$ cat src/rtl/iir_pkg.sv
// Shared types and constants for the multi-channel biquad.
package iir_pkg;

  // Sequencer states: IDLE waits for a sample, then M0..M4 each add one tap.
  typedef enum logic [2:0] {
    IDLE = 3'd0,
    M0   = 3'd1,
    M1   = 3'd2,
    M2   = 3'd3,
    M3   = 3'd4,
    M4   = 3'd5
  } state_t;

  // Coefficient bank indices, also used as coef_addr values.
  localparam logic [2:0] CB0 = 3'd0;
  localparam logic [2:0] CB1 = 3'd1;
  localparam logic [2:0] CB2 = 3'd2;
  localparam logic [2:0] CA1 = 3'd3;
  localparam logic [2:0] CA2 = 3'd4;

  // Float word width: sign + exponent + mantissa.
  function automatic int float_width(input int man_w, input int exp_w);
    return man_w + exp_w + 1;
  endfunction

endpackage

$ cat src/rtl/iir_hist_mem.sv
// Per-channel filter history: x[n-1], x[n-2], y[n-1], y[n-2].
module iir_hist_mem #(
  parameter int W   = 32,
  parameter int NCH = 4,
  parameter int CHW = 2
) (
  input  logic           clk,
  input  logic           rst,
  input  logic [CHW-1:0] ch,
  input  logic           we,
  input  logic [W-1:0]   x_new,
  input  logic [W-1:0]   y_new,
  output logic [W-1:0]   x1,
  output logic [W-1:0]   x2,
  output logic [W-1:0]   y1,
  output logic [W-1:0]   y2
);

  logic [W-1:0] x1_m [NCH];
  logic [W-1:0] x2_m [NCH];
  logic [W-1:0] y1_m [NCH];
  logic [W-1:0] y2_m [NCH];

  assign x1 = x1_m[ch];
  assign x2 = x2_m[ch];
  assign y1 = y1_m[ch];
  assign y2 = y2_m[ch];

  // Clear every channel on reset; shift the selected channel's delay line on commit.
  always_ff @(posedge clk) begin
    // NOTE: non-blocking assignments here so x2 takes the old x1 in the same edge x1 is updated.
    if (rst) begin
      // NOTE: history is architectural state (a stale entry changes every later output), so it is reset despite being an array.
      for (int i = 0; i < NCH; i++) begin
        x1_m[i] <= '0;
        x2_m[i] <= '0;
        y1_m[i] <= '0;
        y2_m[i] <= '0;
      end
    end else if (we) begin
      x2_m[ch] <= x1_m[ch];
      x1_m[ch] <= x_new;
      y2_m[ch] <= y1_m[ch];
      y1_m[ch] <= y_new;
    end
  end

endmodule

$ cat src/rtl/int2float.sv
// Signed MAN-bit integer to float. Exact for every input since |x| < 2^MAN.
module int2float #(
  parameter int MAN = 23,
  parameter int EXP = 8
) (
  input  logic signed [MAN-1:0]   x,
  output logic        [MAN+EXP:0] f
);

  localparam int BIAS = (1 << (EXP - 1)) - 1;

  logic [MAN-1:0] mag;
  logic [MAN-1:0] norm;
  int             pos;
  logic           unused_bits;

  // Magnitude, leading-one search and normalisation.
  always_comb begin
    // NOTE: every always_comb output gets a default first so no path can infer a latch.
    f    = '0;
    pos  = 0;
    mag  = x[MAN-1] ? -x : x;
    for (int i = 0; i < MAN; i++) begin
      if (mag[i]) pos = i;
    end
    norm = mag << (MAN - 1 - pos);
    if (mag != '0) begin
      f[MAN+EXP]     = x[MAN-1];
      f[MAN+EXP-1:MAN] = EXP'(BIAS + pos);
      f[MAN-1:0]     = {norm[MAN-2:0], 1'b0};
    end
  end

  // The leading one is implicit in the float format.
  assign unused_bits = norm[MAN-1];

endmodule

$ cat src/rtl/mult.sv
// Float multiplier: truncating, zero/denormal inputs give +0, overflow saturates to inf.
module mult #(
  parameter int MAN = 23,
  parameter int EXP = 8
) (
  input  logic [MAN+EXP:0] a,
  input  logic [MAN+EXP:0] b,
  output logic [MAN+EXP:0] y
);

  localparam int W  = MAN + EXP + 1;
  localparam int EW = EXP + 2;
  localparam logic signed [EW-1:0] BIAS_E = EW'((1 << (EXP - 1)) - 1);
  localparam logic signed [EW-1:0] EMAX_E = EW'((1 << EXP) - 1);

  logic [MAN:0]          ma, mb;
  logic [2*MAN+1:0]      prod;
  logic [MAN-1:0]        frac;
  logic                  sgn;
  logic signed [EW-1:0]  e_n;
  logic                  unused_bits;

  // Mantissa product, one-bit normalisation, range clamp.
  always_comb begin
    ma   = {1'b1, a[MAN-1:0]};
    mb   = {1'b1, b[MAN-1:0]};
    prod = {{(MAN+1){1'b0}}, ma} * {{(MAN+1){1'b0}}, mb};
    sgn  = a[W-1] ^ b[W-1];
    e_n  = $signed({2'b00, a[W-2:MAN]}) + $signed({2'b00, b[W-2:MAN]}) - BIAS_E;
    frac = prod[2*MAN-1 -: MAN];
    if (prod[2*MAN+1]) begin
      frac = prod[2*MAN -: MAN];
      e_n  = e_n + 1;
    end
    y = {sgn, e_n[EXP-1:0], frac};
    if (a[W-2:MAN] == '0 || b[W-2:MAN] == '0 || e_n <= 0) begin
      y = '0;
    end else if (e_n >= EMAX_E) begin
      y = {sgn, {EXP{1'b1}}, {MAN{1'b0}}};
    end
  end

  // Bits below the kept mantissa are truncated.
  assign unused_bits = ^prod[MAN-1:0];

endmodule

$ cat src/rtl/soma.sv
// Float adder: align, add/subtract magnitudes, renormalise, truncate.
module soma #(
  parameter int MAN = 23,
  parameter int EXP = 8
) (
  input  logic [MAN+EXP:0] a,
  input  logic [MAN+EXP:0] b,
  output logic [MAN+EXP:0] y
);

  localparam int W  = MAN + EXP + 1;
  localparam int GW = 3;
  localparam int SW = MAN + 1 + GW;
  localparam int EW = EXP + 2;
  localparam logic [EXP-1:0]        SW_E   = EXP'(SW);
  localparam logic signed [EW-1:0]  EMAX_E = EW'((1 << EXP) - 1);

  logic [W-1:0]          big, sml;
  logic [EXP-1:0]        d;
  logic [SW-1:0]         mb, ms;
  logic [SW:0]           sum;
  logic [SW-1:0]         norm;
  logic signed [EW-1:0]  e_n;
  int                    p;
  logic                  unused_bits;

  // Order by magnitude so the result takes the larger operand's sign.
  always_comb begin
    big  = a;
    sml  = b;
    p    = 0;
    norm = '0;
    if (b[W-2:0] > a[W-2:0]) begin
      big = b;
      sml = a;
    end
    d   = big[W-2:MAN] - sml[W-2:MAN];
    mb  = {1'b1, big[MAN-1:0], {GW{1'b0}}};
    ms  = (d >= SW_E) ? '0 : ({1'b1, sml[MAN-1:0], {GW{1'b0}}} >> d);
    if (big[W-1] ^ sml[W-1]) sum = {1'b0, mb} - {1'b0, ms};
    else                     sum = {1'b0, mb} + {1'b0, ms};
    e_n = $signed({2'b00, big[W-2:MAN]});
    if (sum[SW]) begin
      norm = sum[SW:1];
      e_n  = e_n + 1;
    end else begin
      for (int i = 0; i < SW; i++) begin
        if (sum[i]) p = i;
      end
      norm = sum[SW-1:0] << (SW - 1 - p);
      e_n  = e_n - EW'(SW - 1 - p);
    end
    if (b[W-2:MAN] == '0) begin
      y = a;
    end else if (a[W-2:MAN] == '0) begin
      y = b;
    end else if (sum == '0 || e_n <= 0) begin
      y = '0;
    end else if (e_n >= EMAX_E) begin
      y = {big[W-1], {EXP{1'b1}}, {MAN{1'b0}}};
    end else begin
      y = {big[W-1], e_n[EXP-1:0], norm[SW-2 -: MAN]};
    end
  end

  // Implicit leading one and truncated guard bits.
  assign unused_bits = ^{norm[SW-1], norm[GW-1:0]};

endmodule

$ cat src/rtl/iir_biquad_mc.sv
// Time-multiplexed multi-channel float biquad: one multiplier and one adder,
// five accumulate steps per sample, runtime-loadable coefficients.
module iir_biquad_mc
  import iir_pkg::*;
#(
  parameter int MAN = 23,
  parameter int EXP = 8,
  parameter int NCH = 4,
  parameter int CHW = (NCH > 1) ? $clog2(NCH) : 1,
  parameter logic [MAN+EXP:0] B0 = 32'h3F800000,
  parameter logic [MAN+EXP:0] B1 = 32'h00000000,
  parameter logic [MAN+EXP:0] B2 = 32'h00000000,
  parameter logic [MAN+EXP:0] A1 = 32'h00000000,
  parameter logic [MAN+EXP:0] A2 = 32'h00000000
) (
  input  logic                  clk,
  input  logic                  rst,
  input  logic                  in_valid,
  output logic                  in_ready,
  input  logic [CHW-1:0]        in_ch,
  input  logic signed [MAN-1:0] x,
  input  logic                  coef_we,
  input  logic [2:0]            coef_addr,
  input  logic [MAN+EXP:0]      coef_data,
  output logic                  out_valid,
  output logic [CHW-1:0]        out_ch,
  output logic [MAN+EXP:0]      y_float,
  output logic                  busy,
  output logic                  ch_err
);

  localparam int W    = float_width(MAN, EXP);
  localparam int CHW1 = CHW + 1;
  localparam logic [CHW:0] NCH_L = CHW1'(NCH);

  state_t         state;
  logic [CHW-1:0] ch;
  logic [W-1:0]   x_float, xf_new;
  logic [W-1:0]   acc, prod, sum;
  logic [W-1:0]   coef_sel, opnd_sel;
  logic [W-1:0]   coef [5];
  logic [W-1:0]   x1, x2, y1, y2;
  logic           accept, commit;

  assign in_ready = (state == IDLE);
  assign busy     = (state != IDLE);
  assign accept   = in_valid & in_ready;
  assign commit   = (state == M4);

  int2float #(.MAN(MAN), .EXP(EXP)) u_i2f (.x(x), .f(xf_new));

  // Pick coefficient and operand for the current tap; a-terms are negated by flipping the sign bit.
  always_comb begin
    coef_sel = coef[CB0];
    opnd_sel = x_float;
    unique case (state)
      M1:      begin coef_sel = coef[CB1]; opnd_sel = x1; end
      M2:      begin coef_sel = coef[CB2]; opnd_sel = x2; end
      M3:      begin coef_sel = {~coef[CA1][W-1], coef[CA1][W-2:0]}; opnd_sel = y1; end
      M4:      begin coef_sel = {~coef[CA2][W-1], coef[CA2][W-2:0]}; opnd_sel = y2; end
      default: ;
    endcase
  end

  mult #(.MAN(MAN), .EXP(EXP)) u_mult (.a(coef_sel), .b(opnd_sel), .y(prod));
  soma #(.MAN(MAN), .EXP(EXP)) u_soma (.a(acc), .b(prod), .y(sum));

  iir_hist_mem #(.W(W), .NCH(NCH), .CHW(CHW)) u_hist (
    .clk   (clk),
    .rst   (rst),
    .ch    (ch),
    .we    (commit),
    .x_new (x_float),
    .y_new (sum),
    .x1    (x1),
    .x2    (x2),
    .y1    (y1),
    .y2    (y2)
  );

  // Coefficient bank: writable only while idle so an in-flight sample sees one consistent set.
  always_ff @(posedge clk) begin
    if (rst) begin
      coef[CB0] <= B0;
      coef[CB1] <= B1;
      coef[CB2] <= B2;
      coef[CA1] <= A1;
      coef[CA2] <= A2;
    end else if (coef_we && state == IDLE) begin
      case (coef_addr)
        CB0:     coef[CB0] <= coef_data;
        CB1:     coef[CB1] <= coef_data;
        CB2:     coef[CB2] <= coef_data;
        CA1:     coef[CA1] <= coef_data;
        CA2:     coef[CA2] <= coef_data;
        default: ;
      endcase
    end
  end

  // Sequencer: accept, five multiply-accumulate steps, publish result.
  always_ff @(posedge clk) begin
    if (rst) begin
      state     <= IDLE;
      ch        <= '0;
      x_float   <= '0;
      acc       <= '0;
      out_valid <= 1'b0;
      out_ch    <= '0;
      y_float   <= '0;
      ch_err    <= 1'b0;
    end else begin
      out_valid <= 1'b0;
      ch_err    <= 1'b0;
      case (state)
        IDLE: begin
          if (accept) begin
            if ({1'b0, in_ch} >= NCH_L) begin
              ch_err <= 1'b1;
            end else begin
              ch      <= in_ch;
              x_float <= xf_new;
              state   <= M0;
            end
          end
        end
        M0: begin acc <= prod; state <= M1; end
        M1: begin acc <= sum;  state <= M2; end
        M2: begin acc <= sum;  state <= M3; end
        M3: begin acc <= sum;  state <= M4; end
        M4: begin
          y_float   <= sum;
          out_ch    <= ch;
          out_valid <= 1'b1;
          state     <= IDLE;
        end
        default: state <= IDLE;
      endcase
    end
  end

endmodule

$ cat config.mk
export PLATFORM = sky130hd
export DESIGN_NAME = iir_biquad_mc
export DESIGN_NICKNAME = d
export VERILOG_FILES = /design/src/rtl/iir_pkg.sv /design/src/rtl/iir_hist_mem.sv /design/src/rtl/int2float.sv /design/src/rtl/mult.sv /design/src/rtl/soma.sv /design/src/rtl/iir_biquad_mc.sv
export SDC_FILE = /design/constraint.sdc
export NUM_CORES = 2
export LEC_CHECK = 0
export CAP_MARGIN = 10
export CORE_ASPECT_RATIO = 1.1
export CORE_MARGIN = 4
export CORE_UTILIZATION = 50
export DETAILED_ROUTE_END_ITERATION = 10
export GPL_ROUTABILITY_DRIVEN = 0
export PLACE_DENSITY = 0.71
export SLEW_MARGIN = 25
export SYNTH_ARGS = -nofsm -noshare
export SYNTH_HDL_FRONTEND = slang
export SYNTH_SLANG_ARGS = --single-unit
$ cat constraint.sdc
create_clock -name clk -period 34.2 [get_ports clk]
set_input_delay 6.84 -clock clk [delete_from_list [all_inputs] [get_ports clk]]
set_output_delay 6.84 -clock clk [all_outputs]
set_load 0.01 [all_outputs]
=== Yosys cells after proc, flatten, opt, wreduce, memory -nomap -nowiden ===
Memories as Yosys holds them, arrays and structs flattened. A register that Yosys moved wholly into a read port is not among the register bits.
Cells that the tools add are included.

* Add/sub/neg operators: 12
* Multipliers: 1
* $lt $le $gt $ge: 6
* Eq/ne operators: 10
* Shift-type cells: 3
* Mux-type cells: 120
* Bitwise logic cells: 10
* Reductions and logical operators: 20

{| class="wikitable"
|+ Operators with widths
! operator !! count
|-
| 32-bit 2-to-1 mux || 17
|-
| 32-bit one-hot mux with 4 select lines || 2
|-
| 32-bit OR reduction || 4
|-
| 5-bit 2-to-1 mux || 18
|-
| 4-bit 2-to-1 mux || 16
|-
| 32-bit one-hot mux with 2 select lines || 1
|-
| 31-bit 2-to-1 mux || 2
|-
| 24-bit by 24-bit multiplier with 48-bit output || 1
|-
| 23-bit 2-to-1 mux || 2
|-
| 8-bit logical NOT || 4
|-
| 2-bit 2-to-1 mux || 16
|-
| 23-bit by 32-bit left shift with 22-bit output || 1
|-
| 27-bit by 32-bit left shift with 26-bit output || 1
|-
| 6-bit by 32-bit subtractor with 32-bit output, first input constant || 1
|-
| 31-bit greater-than comparator || 1
|-
| 1-bit 2-to-1 mux || 31
|-
| 27-bit by 27-bit adder with 28-bit output || 1
|-
| 28-bit logical NOT || 1
|-
| 28-bit 2-to-1 mux || 1
|-
| 27-bit by 27-bit subtractor with 28-bit output || 1
|-
| 27-bit 2-to-1 mux || 1
|-
| 3-bit 2-to-1 mux || 9
|-
| 27-bit by 8-bit right shift with 27-bit output || 1
|-
| 26-bit 2-to-1 mux || 1
|-
| other kinds (30) || 48
|}

* Register bits after elaboration: 104
* RAM bits: 672
* Memories: 5

{| class="wikitable"
|+ Memory list
! name !! depth !! bits a word !! read ports !! clocked after memory_dff !! write ports !! RTL line !! source
|-
| coef || 5 || 32 || 5 || 0 || 5 || iir_biquad_mc.sv:41 || <nowiki>logic [W-1:0] coef [5];</nowiki>
|-
| u_hist.x1_m || 4 || 32 || 1 || 1 || 4 || iir_hist_mem.sv:19 || <nowiki>logic [W-1:0] x1_m [NCH];</nowiki>
|-
| u_hist.x2_m || 4 || 32 || 1 || 1 || 4 || iir_hist_mem.sv:20 || <nowiki>logic [W-1:0] x2_m [NCH];</nowiki>
|-
| u_hist.y1_m || 4 || 32 || 1 || 1 || 4 || iir_hist_mem.sv:21 || <nowiki>logic [W-1:0] y1_m [NCH];</nowiki>
|-
| u_hist.y2_m || 4 || 32 || 1 || 1 || 4 || iir_hist_mem.sv:22 || <nowiki>logic [W-1:0] y2_m [NCH];</nowiki>
|}

=== Longest topological paths before layout ===
An unclocked memory read counts as a cell.

* Word-level depth: 53
* Depth in mapped cells: 120
* Mapped depth without buffers: 102

=== Modules after synthesis ===
A second synthesis with hierarchy kept.

* Cell total of the unflattened synthesis: 6785
* Area total of the unflattened synthesis: 66861.6 sq um

{| class="wikitable"
|+ Modules (own cells, without submodules)
! module !! times used !! cells an instance !! area each (sq um) !! sequential area each (sq um)
|-
| iir_hist_mem || 1 || 1391 || 22471.6 || 15374.7
|-
| mult || 1 || 2261 || 19722.7 || 0.0
|-
| iir_biquad_mc || 1 || 1066 || 11442.2 || 6886.6
|-
| soma || 1 || 1634 || 10441.3 || 0.0
|-
| int2float || 1 || 433 || 2783.9 || 0.0
|}

=== Worst setup path before layout ===
OpenSTA, ideal clock, no wires.

* Kind: reg2reg
* Start: register (tool-made name)
* End: register acc[20]
* Library setup time: 86 ps
* Arrival time: 22828 ps
* Data required time: 34114 ps
* Slack: 11286 ps
* Stages on the path, launching flop included: 108
* Clock period less this slack: 22914 ps
* Cells stage by stage: dfxtp_1 -> buf_6 -> buf_6 -> buf_2 -> clkbuf_1 -> clkbuf_1 -> buf_1 -> mux4_2 -> a221oi_1 -> a2bb2oi_1 -> clkbuf_1 -> nor2_1 -> fa_1 -> inv_1 -> fa_1 -> inv_1 -> fa_1 -> fa_1 -> [... 72 more ...] -> ha_1 -> o21ai_0 -> nand2b_1 -> a21o_1 -> a21o_1 -> a21o_1 -> a21o_1 -> a21oi_1 -> nor3_1 -> mux2i_1 -> and3_1 -> clkbuf_1 -> nand2_1 -> a21oi_1 -> or4b_1 -> nand3_1 -> o31ai_2 -> a211oi_1

{| class="wikitable"
|+ RTL lines
! item !! RTL line !! source
|-
| to (signal assigned) || iir_biquad_mc.sv:107 || <nowiki>acc <= '0;</nowiki>
|-
| to (signal assigned) || iir_biquad_mc.sv:127 || <nowiki>M0: begin acc <= prod; state <= M1; end</nowiki>
|-
| to (signal assigned) || iir_biquad_mc.sv:128 || <nowiki>M1: begin acc <= sum; state <= M2; end</nowiki>
|-
| to (decl) || iir_biquad_mc.sv:39 || <nowiki>logic [W-1:0] acc, prod, sum;</nowiki>
|}

==> results.cfg <==
[status]
run_status = completed

[cells_and_area]
instances_no_fill = 8224
nFillCells = 11100
syn_to_final_growth_pct = 7.94
drive_above_1_share_pct = 7.95
nNetsFinal = 7308

[synth]
synth_top_area_cell = edfxtp_1
yosys.area_share.simple_pct = 16.8
synthXorXnorAreaFrac_pct = 1.44
synth_area_um2 = 64700
syn_inst = 6591
synth_edf_count = 664
synth_top_area_share_pct = 30.8
synth_top_family_by_area = adder cells
ys_seq_area_share_pct = 34.1
synth_compound_area_share_pct = 13.7
yosysWarnings = 0
synthAdderAreaFrac_pct = 20.4
ys_seq_elements = 769
ys_types = 130
synthArstFlopShare_pct = 0
synth_area_leaders = edfxtp_1 (31%), fa_1 (15%), ha_1 (5.4%)
syn_avg_cell_area_um2 = 9.82
yosys_most_used_dff = edfxtp_1
synth.area.mux_share_pct = 6.81

[floorplanning]
initial_utilization_pct = 50.3
die_h_um = 385
die_area_um2 = 135000
fp-row-count = 138
io-pin-count = 102
core-area_um2 = 129000
die_w_um = 351

[worst_setup_path]
worstSetupStartpointType = flip-flop
cp.arrival_ps = 28930
r2r_end = acc[6]
crit_path_frequent_cell = a21oi_1
worstSetupPathType = reg -> reg
crit_slowest_cell = ha_1
worstRegToRegCells = 93
cp_slowest_stage_delay_ps = 900
critPathRequiredTime_ps = 34750
end_kind = flip-flop
crit_family = compound AO/OA/AOI/OAI gates
timing.critical_path.buf_inv = 12
regToRegSetupSlack_ps = 5830
cp_max_fo = 88

[timing]
slew_viol_final = 0
setup_tns_ps = 0
final.min_clock_period_ps = 28370
maxSlewHeadroom_pct = 22.1
fin_crit_sh_pct = 83.0
skew_ps = 46.9
rsz0062_at_grt = no
tightest_slew_ps = 1160
clock.fmax_ghz = 0.0352
setup_viol = 0
hold_viol = 0

[cts]
cts_tree = built
ctsHoldBuffers = 0
cts_buffers = 76
ctsResizeCount = 0
clockBufferDepth = 3
post-cts-setup-buffer-count = 0
insertion_delay_ps = 650
cts_root_buf = clkbuf_16
clk_pin_slew_ps = 60
h-tree-depth = 3
clkSinkCount = 769

[placement]
io_buffers = 100
placed_cells = 8082
dp_hpwl_um = 145000

[grt]
grt-ovfl-total = 0
grt_antenna_before_repair = 5
first_global_vias = 51800
grt_pass1_wl_um = 313000
grt_max_degree = 113
track_usage_pct = 30.0

[min_path]
hp-start = out_ch[0]
min_delay_path_depth = 2
whs_endpoint = out_ch[0]
hp-class = reg -> reg

[flow_run]
cap_violations = 0

[routing]
final_antenna_net_count = 0
first_iter_violations = 6493
routedWlPerCell_um = 24.8
wl_um = 204000
num_vias = 52300
dr.pass1.iters = 10
drc = 0
via_per_inst = 6.36
metrics by stage:
step	hold WS [ps]	util (%)	instance area, um^2	setup slack (ps)
2_1_floorplan	465	-	64700	11290
3_3_place_gp	439	52.3	67300	7310
3_5_place_dp	439	52.3	67300	6620
4_1_cts	457	54.3	69800	6510
5_1_grt	482	54.3	69800	4210
6_report	453	54.3	69800	5830
sequential cells by signal, summed over array words and instances (netlist names), named ones only:
register     flops
coef           160
u_hist.y1_m    128
u_hist.y2_m    128
u_hist.x1_m    124
u_hist.x2_m    124
acc             32
y_float         32
x_float         31
state            3
ch               2
out_ch           2
out_valid        1
cell families (layout without fill, tap and decap cells):
| logic type | after synthesis | count (layout) |
|---|---|---|
| AO/OA/AOI/OAI | 1229 | 1229 |
| AND/OR/NAND/NOR | 2295 | 2295 |
| flip-flops | 769 | 769 |
| multiplexers | 303 | 303 |
| adder cells (fa/ha/maj) | 763 | 763 |
| other | 2 | 5 |
| buffers and inverters | 1128 | 1078 |
| XOR/XNOR | 102 | 102 |
worst max path at each step:
stage,cells past startpoint,to,slack [ps]
finish,93,acc[6],5830
global route,93,acc[6],4210
CTS,93,acc[20],6510
detailed placement,93,acc[20],6620
global placement,93,acc[6],7310
floorplan,107,acc[20],11290
cell usage after synthesis (32+ instances only):
| cell type | number |
|---|---|
| nor2_1 | 658 |
| a22oi_1 | 76 |
| ha_1 | 279 |
| mux4_2 | 107 |
| inv_1 | 701 |
| a21oi_1 | 237 |
| clkbuf_1 | 294 |
| nor3_1 | 93 |
| buf_2 | 44 |
| nand3_1 | 89 |
| nand2_1 | 727 |
| edfxtp_1 | 664 |
| buf_1 | 45 |
| xnor2_1 | 54 |
| dfxtp_1 | 105 |
| a221oi_1 | 76 |
| xor2_1 | 44 |
| or3_1 | 39 |
| nor2b_1 | 33 |
| o211ai_1 | 50 |
| o21bai_1 | 32 |
| a21o_1 | 73 |
| nand2b_1 | 36 |
| o31ai_1 | 34 |
| and3_1 | 117 |
| o22ai_1 | 41 |
| and2_1 | 351 |
| a211oi_1 | 61 |
| a31oi_1 | 33 |
| o21ai_0 | 172 |
| fa_1 | 484 |
| mux2i_1 | 171 |
| nand4_1 | 52 |
area by class of cell:
class                           count  area, um^2  area share (%)
Timing Repair Buffer              212        1880            2.69
Sequential cell                   769       22100            31.6
Inverter                          726        2730            3.90
Clock inverter                     36         380           0.545
Multi-Input combinational cell   4696       38600            55.2
Tap cell                         1680        2100            3.01
Antenna cell                        1        2.50         0.00358
Clock buffer                      104        2130            3.05
cells in the final DEF (no fill, tap or decap), drive strengths merged, types with 42 or more instances in the layout:
cell,netlist,routed
o22ai,42,42
a22oi,77,77
ha,279,279
a211oi,72,72
xor2,46,46
nor3,99,99
and2,352,352
xnor2,56,56
buf,108,113
and3,118,118
a221oi,78,78
nand2,727,727
inv,713,715
mux4,107,107
o211ai,51,51
o21ai,202,202
fa,484,484
clkbuf,294,104
clkdlybuf4s50,0,99
nand4,52,52
dfxtp,105,105
edfxtp,664,664
nand3,90,90
a21o,74,74
mux2i,172,172
nor2,664,664
a21oi,238,238
worst reg2reg max path: cells and delay by family, from the launching register on:
family          cells  cell delay, ps
mux                 3             880
compound gates     40           10150
xor+xnor            1             220
fa+ha+maj          12            6170
flops               1             740
simple gates       25            6490
buf+inv            12            3680
per-layer routing:
metal | part of all wire [%] | up-vias | GRT usage, % | routed length [um]
met5 | 0.016 | - | 0 | 33
met4 | 5.9 | 4 | 14.4 | 12000
met3 | 11 | 691 | 7.44 | 23100
met2 | 45 | 3228 | 46.9 | 92200
met1 | 37 | 25600 | 39.1 | 76200
li1 | - | 22800 | - | -
Power is not shown: default switching activity piles up to over one toggle a cycle in this logic, so the estimate is an artifact.
